`src/rtl/me_batch_ctrl_if.sv`:
```
// Request/acknowledge bundle between the batch sequencer and the full-search ME core.
interface me_batch_ctrl_if #(
  parameter int SAD_W = 16,
  parameter int MV_W  = 12,
  parameter int IDX_W = 2
);
  logic             me_req;
  logic             me_ack;
  logic [SAD_W-1:0] me_min_sad;
  logic [MV_W-1:0]  me_min_mvec;
  logic [IDX_W-1:0] tb_idx;

  modport master (output me_req, tb_idx, input me_ack, me_min_sad, me_min_mvec);
  modport slave  (input me_req, tb_idx, output me_ack, me_min_sad, me_min_mvec);
endinterface

```
`src/rtl/me_batch_ctrl.sv`:
```
// Push-button batch sequencer for the ME core: debounce, 4-phase req/ack over NUM_TB blocks,
// result file and best-block tracking. Optional cycle counter under ME_PERF_CNT_EN.

// One button: 2-FF sync, level changes after DEB_CYCLES equal samples, pulse on release->press.
module me_deb #(
  parameter int DEB_CYCLES = 16
) (
  input  logic clk,
  input  logic RSTN,
  input  logic raw,
  output logic press
);
  localparam int CW = (DEB_CYCLES > 2) ? $clog2(DEB_CYCLES) : 1;

  logic [1:0]    sync;
  logic          lvl;
  logic [CW-1:0] cnt;

  always_ff @(posedge clk or negedge RSTN) begin
    if (!RSTN) begin
      sync  <= 2'b11;
      lvl   <= 1'b1;
      cnt   <= '0;
      press <= 1'b0;
    end else begin
      sync  <= {sync[0], raw};
      press <= 1'b0;
      if (sync[1] == lvl) begin
        cnt <= '0;
      end else if (cnt == CW'(DEB_CYCLES-1)) begin
        cnt   <= '0;
        lvl   <= sync[1];
        press <= lvl;  // only the 1->0 transition yields a pulse
      end else begin
        cnt <= cnt + 1'b1;
      end
    end
  end
endmodule

module me_batch_ctrl #(
  parameter  int TB_LENGTH    = 16,
  parameter  int SW_LENGTH    = 64,
  parameter  int PE_OUT_WIDTH = 8,
  parameter  int NUM_TB       = 4,
  parameter  int DEB_CYCLES   = 16,
  localparam int SAD_W = $clog2(TB_LENGTH**2) + PE_OUT_WIDTH,
  localparam int MV_W  = $clog2((SW_LENGTH-TB_LENGTH+1)**2),
  localparam int IDX_W = (NUM_TB > 1) ? $clog2(NUM_TB) : 1,
  localparam int TBA_W = $clog2(TB_LENGTH**2)
) (
  input  logic             clk,
  input  logic             RSTN,
  input  logic             btn_start_n,
  input  logic             btn_abort_n,
  input  logic             btn_sel_n,
  me_batch_ctrl_if.master  core,
  output logic             busy,
  output logic             done,
  output logic [IDX_W-1:0] sel_idx,
  output logic [SAD_W-1:0] sel_sad,
  output logic [MV_W-1:0]  sel_mvec,
  output logic [IDX_W-1:0] best_idx,
  output logic [SAD_W-1:0] best_sad
`ifdef ME_PERF_CNT_EN
  ,output logic [31:0]     perf_cycles
  ,output logic            perf_valid
`endif
);
  localparam int NUM_BTN = 3;
  localparam logic [1:0] ST_IDLE  = 2'd0;
  localparam logic [1:0] ST_REQ   = 2'd1;
  localparam logic [1:0] ST_REL   = 2'd2;
  localparam logic [1:0] ST_DRAIN = 2'd3;
  localparam logic [IDX_W-1:0] LAST_IDX = IDX_W'(NUM_TB-1);

  // button order: 0 start, 1 abort, 2 select
  logic [NUM_BTN-1:0] btn_raw;
  logic [NUM_BTN-1:0] btn_press;
  assign btn_raw = {btn_sel_n, btn_abort_n, btn_start_n};

  for (genvar gi = 0; gi < NUM_BTN; gi++) begin : g_deb
    me_deb #(.DEB_CYCLES(DEB_CYCLES)) u_deb (
      .clk   (clk),
      .RSTN  (RSTN),
      .raw   (btn_raw[gi]),
      .press (btn_press[gi])
    );
  end

  logic start_p, abort_p, sel_p;
  assign start_p = btn_press[0];
  assign abort_p = btn_press[1];
  assign sel_p   = btn_press[2];

  logic [1:0]                   state;
  logic [NUM_TB-1:0][SAD_W-1:0] res_sad;
  logic [NUM_TB-1:0][MV_W-1:0]  res_mvec;

  logic start_go, abort_go, fin_go, last;
  assign last     = (core.tb_idx == LAST_IDX);
  assign start_go = (state == ST_IDLE) && start_p && !abort_p;
  assign abort_go = ((state == ST_REQ) || (state == ST_REL)) && abort_p;
  assign fin_go   = (state == ST_REL) && !abort_p && !core.me_ack && last;

  always_ff @(posedge clk or negedge RSTN) begin
    if (!RSTN) begin
      state       <= ST_IDLE;
      core.me_req <= 1'b0;
      core.tb_idx <= '0;
      busy        <= 1'b0;
      done        <= 1'b0;
      best_idx    <= '0;
      best_sad    <= '1;
      res_sad     <= '0;
      res_mvec    <= '0;
    end else begin
      case (state)
        ST_IDLE: begin
          if (start_go) begin
            state       <= ST_REQ;
            core.me_req <= 1'b1;
            core.tb_idx <= '0;
            busy        <= 1'b1;
            done        <= 1'b0;
            best_idx    <= '0;
            best_sad    <= '1;
          end
        end
        ST_REQ: begin
          if (abort_go) begin
            core.me_req <= 1'b0;
            state       <= ST_DRAIN;
          end else if (core.me_ack) begin
            res_sad[core.tb_idx]  <= core.me_min_sad;
            res_mvec[core.tb_idx] <= core.me_min_mvec;
            // strict compare: a tie keeps the earlier block
            if (core.me_min_sad < best_sad) begin
              best_sad <= core.me_min_sad;
              best_idx <= core.tb_idx;
            end
            core.me_req <= 1'b0;
            state       <= ST_REL;
          end
        end
        ST_REL: begin
          if (abort_go) begin
            state <= ST_DRAIN;
          end else if (fin_go) begin
            state <= ST_IDLE;
            busy  <= 1'b0;
            done  <= 1'b1;
          end else if (!core.me_ack) begin
            core.tb_idx <= core.tb_idx + 1'b1;
            core.me_req <= 1'b1;
            state       <= ST_REQ;
          end
        end
        ST_DRAIN: begin
          if (!core.me_ack) begin
            state <= ST_IDLE;
            busy  <= 1'b0;
          end
        end
        default: state <= ST_IDLE;
      endcase
    end
  end

  // display path: index stepping and registered readout of the result file
  always_ff @(posedge clk or negedge RSTN) begin
    if (!RSTN) begin
      sel_idx  <= '0;
      sel_sad  <= '0;
      sel_mvec <= '0;
    end else begin
      if (sel_p) sel_idx <= (sel_idx == LAST_IDX) ? '0 : sel_idx + 1'b1;
      sel_sad  <= res_sad[sel_idx];
      sel_mvec <= res_mvec[sel_idx];
    end
  end

`ifdef ME_PERF_CNT_EN
  always_ff @(posedge clk or negedge RSTN) begin
    if (!RSTN) begin
      perf_cycles <= '0;
      perf_valid  <= 1'b0;
    end else begin
      if (start_go)
        perf_cycles <= '0;
      else if (core.me_req && (perf_cycles != '1))
        perf_cycles <= perf_cycles + 1'b1;
      if (start_go || abort_go) perf_valid <= 1'b0;
      else if (fin_go)          perf_valid <= 1'b1;
    end
  end
`endif

endmodule
```
`src/flat_wrapper.sv`:
```
// flat-port wrapper written by rule: the top's interface ports become plain ports
module me_batch_ctrl_flat 
#(
  parameter  int TB_LENGTH    = 16,
  parameter  int SW_LENGTH    = 64,
  parameter  int PE_OUT_WIDTH = 8,
  parameter  int NUM_TB       = 4,
  parameter  int DEB_CYCLES   = 16,
  localparam int SAD_W = $clog2(TB_LENGTH**2) + PE_OUT_WIDTH,
  localparam int MV_W  = $clog2((SW_LENGTH-TB_LENGTH+1)**2),
  localparam int IDX_W = (NUM_TB > 1) ? $clog2(NUM_TB) : 1,
  localparam int TBA_W = $clog2(TB_LENGTH**2)
)
  (clk, RSTN, btn_start_n, btn_abort_n, btn_sel_n, busy, done, sel_idx, sel_sad, sel_mvec, best_idx, best_sad, core_me_req, core_tb_idx, core_me_ack, core_me_min_sad, core_me_min_mvec);
  me_batch_ctrl_if core_i ();
  input  logic clk;
  input  logic RSTN;
  input  logic btn_start_n;
  input  logic btn_abort_n;
  input  logic btn_sel_n;
  output logic busy;
  output logic done;
  output logic [IDX_W-1:0] sel_idx;
  output logic [SAD_W-1:0] sel_sad;
  output logic [MV_W-1:0] sel_mvec;
  output logic [IDX_W-1:0] best_idx;
  output logic [SAD_W-1:0] best_sad;
  output wire logic [$bits(core_i.me_req)-1:0] core_me_req;
  output wire logic [$bits(core_i.tb_idx)-1:0] core_tb_idx;
  input wire logic [$bits(core_i.me_ack)-1:0] core_me_ack;
  input wire logic [$bits(core_i.me_min_sad)-1:0] core_me_min_sad;
  input wire logic [$bits(core_i.me_min_mvec)-1:0] core_me_min_mvec;
  assign core_me_req = core_i.me_req;
  assign core_tb_idx = core_i.tb_idx;
  assign core_i.me_ack = core_me_ack;
  assign core_i.me_min_sad = core_me_min_sad;
  assign core_i.me_min_mvec = core_me_min_mvec;
  me_batch_ctrl #(.TB_LENGTH(TB_LENGTH), .SW_LENGTH(SW_LENGTH), .PE_OUT_WIDTH(PE_OUT_WIDTH), .NUM_TB(NUM_TB), .DEB_CYCLES(DEB_CYCLES)) u_core (.clk(clk), .RSTN(RSTN), .btn_start_n(btn_start_n), .btn_abort_n(btn_abort_n), .btn_sel_n(btn_sel_n), .core(core_i), .busy(busy), .done(done), .sel_idx(sel_idx), .sel_sad(sel_sad), .sel_mvec(sel_mvec), .best_idx(best_idx), .best_sad(best_sad));
endmodule
```
`config.mk`:
```
export PLATFORM = sky130hd
export DESIGN_NAME = me_batch_ctrl_flat
export DESIGN_NICKNAME = d
export VERILOG_FILES = /design/src/rtl/me_batch_ctrl_if.sv /design/src/rtl/me_batch_ctrl.sv /design/src/flat_wrapper.sv
export SDC_FILE = /design/constraint.sdc
export NUM_CORES = 1
export LEC_CHECK = 0
export CORE_ASPECT_RATIO = 1.1
export CORE_MARGIN = 2
export CORE_UTILIZATION = 45
export DETAILED_ROUTE_END_ITERATION = 10
export PLACE_DENSITY = 0.76
export SKIP_CTS_REPAIR_TIMING = 1
export SLEW_MARGIN = 15
export SYNTH_ARGS = -nofsm -noshare
export SYNTH_HDL_FRONTEND = slang
export SYNTH_SLANG_ARGS = --single-unit
```
`constraint.sdc`:
```
create_clock -name clk -period 3.2 [get_ports clk]
set_input_delay 0.64 -clock clk [delete_from_list [all_inputs] [get_ports clk]]
set_output_delay 0.64 -clock clk [all_outputs]
set_load 0.03 [all_outputs]
```
==> metrics.md <==
| Metric | Value |
|---|---|
| Setup CP Type | input port to register |
| H-tree Lvls | 4 |
| Synth warn | 0 |
| DR iter-0 viols | approximately 270 |
| CTS buffer count | 17 |
| CTS Root Cell | clkbuf_16 |
| All-layer global routing usage | about a fifth |
| Fin. Hold Viols | 0 |
| Outcome | finished clean |
| Hold crit path type | input port to asynchronous set/reset pin |
| Finish-stage setup viols | 0 |
| P&R area growth vs syn | 18.87% |
| Syn Nets | between 600 and 700 |
| Top post-synthesis cells by count | dfrtp_1, mux2_4, mux2_2 |
| Fill cell count | 1501 |
| Io pins | 87 |
| Peak supply drop | 0.6517 mV |
| Sequential-to-total area share from yosys stat | between 50% and 60% |
| Antenna diode count | 0 |
| Tot Pwr | 9.818 mW |
| Lkg Pwr | roughly 4.7 nW |
| Synth async-reset ratio | 100.0% |
| Worst Tran Pin Value | just over 700 ps |
| Detail Placement HPWL | about 11000 um |
| Std cell rows | 53 |
| # port buffers | between 80 and 90 |
| Routed WL | 17940 um |
| Max Cap Violations | 0 |
| Post-synth EDFFs | 0 |
| Worst Setup End Kind | register |
| Critical path's largest stage delay | around 610 ps |
| Core Region | approximately 19000 um2 |
| Fin nets | approximately 710 |
| Layout cells sized above 1 | between 30% and 40% |
| First-pass GRT wire length | around 29000 um |
| Setup TNS | 0 ps |
| Die height | 150.1 um |
| Die Wd | approximately 140 um |
| Most frequent cell on the critical path | o211ai_2 |
| Yosys top cell by area | dfrtp_1 |
| Unique masters post-synth | 46 |
| CTS tree | done |
| Sequential Area | between 4000 and 5000 um2 |
| Mapped Cells | between 500 and 600 |
| CP max FO | 18 |
| Die area | between 20000 and 25000 um2 |
| 1st-pass router iterations | 4 |
| Synth Flop Type | dfrtp_1 |
| RePlAce Congestion | 0.8287 |
| Required time worst endpoint | 3520 ps |
| Slew HR | between 50% and 60% |
| WHS | about 220 ps |
| Starting Density | between 40% and 50% |
| Remaining DRCs | 0 |
| RSZ-0062 raised after global routing | false |
| Routed Antenna Nets | 0 |
| CTS sink count | ~190 |
| Synth area leaders | dfrtp_1, mux2_4, dfstp_2 |
| Total grt overflow | 0 |
| Flops & latches, synth | between 150 and 200 |
| Worst EP arrival | 2880 ps |
| Multi-input gate area | approximately 3700 um2 |
| DR WL/cell | ~20 um |
| Final WS setup | between 600 and 700 ps |
| Vias in the first global route | between 5000 and 6000 |
| Setup crit start kind | input port |
| Routed vias/inst | around 5.4 |
| Fin crit period | around 2600 ps |
| Final Core Density | a little over half |
| Clock Path Buffers | 2 |
| Initial antenna violation count | 0 |
| Cell Area, Synth | 8737 um2 |
| Most frequent cell after synthesis | dfrtp_1 |
| CP Cell Sequence | clkdlybuf4s50_1, ha_1, nand2_1, o211ai_2, o211ai_2, o211ai_4, a22oi_1 |
| Clock skew | around 10 ps |
| Setup slack after placement | ~270 ps |
| Via Count | between 4000 and 5000 |
| Syn avg cell area | roughly 16 um2 |
| Top-area cell type share of the netlist area | a little under half |
| CTS clk-pin slew, worst paths | 70 ps |
| Later-pin clock latency in the skew report | approximately 430 ps |
| Pwr dens | between 900 and 1000 nW/um2 |
| Fmax achieved | ~390 MHz |
| Largest net degree at the start of global routing | 80 |
| CP max stage cell | o211ai_4 |
| Final Max Tran Viols | 0 |
| Final period utilization | around 80% |
placed cells by master, fill, tap and decap left out, types with 3 or more instances in the layout:
master,Yosys,routed
dfrtp_1,166,165
clkdlybuf4s50_1,0,85
mux2_4,80,80
mux2_2,37,37
mux4_2,28,28
ha_1,28,28
inv_1,26,26
dfstp_2,25,25
nor3b_1,22,22
clkbuf_16,0,17
nor2_1,15,15
a21oi_1,15,15
o21ai_0,11,11
nand2_1,11,11
a22oi_2,10,10
buf_4,1,10
xnor2_1,6,6
a22oi_1,6,6
nor2b_1,5,5
nand3_1,4,4
nand2_8,4,4
clkinv_4,0,4
nand4b_1,3,3
clkbuf_8,0,3
state kept, by name, summed over array words and instances (netlist names), 3 cells and up:
name and cells:
u_core.res_mvec 48, u_core.g_deb.u_deb.press 3, u_core.g_deb.u_deb.sync 6, u_core.sel_sad 16, u_core.best_sad 16, u_core.g_deb.u_deb.lvl 3, u_core.sel_mvec 12, u_core.res_sad 64
u_core.g_deb.u_deb.cnt 12
layer usage:
| layer | global-route usage [%] | vias up | wire (um) |
|---|---|---|---|
| met1 | 24.76 | 2603 | 8044 |
| met2 | 31.92 | 89 | 9161 |
| met4 | 4.845 | 0 | 173 |
| met5 | 0 | - | 0 |
| li1 | - | 2194 | - |
| met3 | 3.805 | 12 | 560 |
critical path: cells and delay by family:
family / cells / cell delay, ps
AO/OA/AOI/OAI: 4 / 1220
buffers and inverters: 1 / 540
adder cells (fa/ha/maj): 1 / 380
AND/OR/NAND/NOR: 1 / 100
where the power goes:
part           switching (mW)  leakage [nW]  internal (mW)  total, mW
combinational            1.89          2.10           1.98       3.87
sequential              0.512          2.36           3.40       3.91
clock                   0.921         0.274           1.12       2.04
total                    3.32          4.73           6.50       9.82
worst paths after layout:
kind                                               start                             to  slack, ps  cells after the start
setup / recovery                     core_me_min_sad[15]             u_core.best_sad[1]        640                      7
hold / removal                                      RSTN              u_core.sel_sad[2]        220                      1
setup reg to reg                         u_core.state[0]             u_core.best_idx[1]        750                      7
hold reg to reg            u_core.g_deb[2].u_deb.sync[0]  u_core.g_deb[2].u_deb.sync[1]        360                      0
max in group asynchronous                           RSTN            u_core.best_sad[15]       1990                      2
min in group clk           u_core.g_deb[2].u_deb.sync[0]  u_core.g_deb[2].u_deb.sync[1]        360                      0
kinds of logic after synthesis:
family | after synthesis | synth area share (%)
compound gates | 62 | 5.728
fa+ha+maj | 28 | 4.010
xor+xnor | 6 | 0.6015
simple gates | 74 | 5.814
mux | 145 | 25.73
buf+inv | 48 | 3.050
flops | 191 | 55.06
area by class of cell:
class                   instances  area share (%)
well taps                     247           2.976
clock inverters                11           1.036
inverters                      26          0.9396
multi-input cells             315           35.24
repair buffers                 96           9.047
clock buffers                  21           4.433
flip-flops and latches        191           46.33
stage by stage:
stage | area, um2 | std cells
2_1_floorplan | 8737 | 554
3_3_place_gp | 9818 | 875
3_5_place_dp | 9818 | 875
4_1_cts | 10390 | 907
5_1_grt | 10390 | 907
6_report | 10390 | 907
Power figures use the tool's default switching activity.
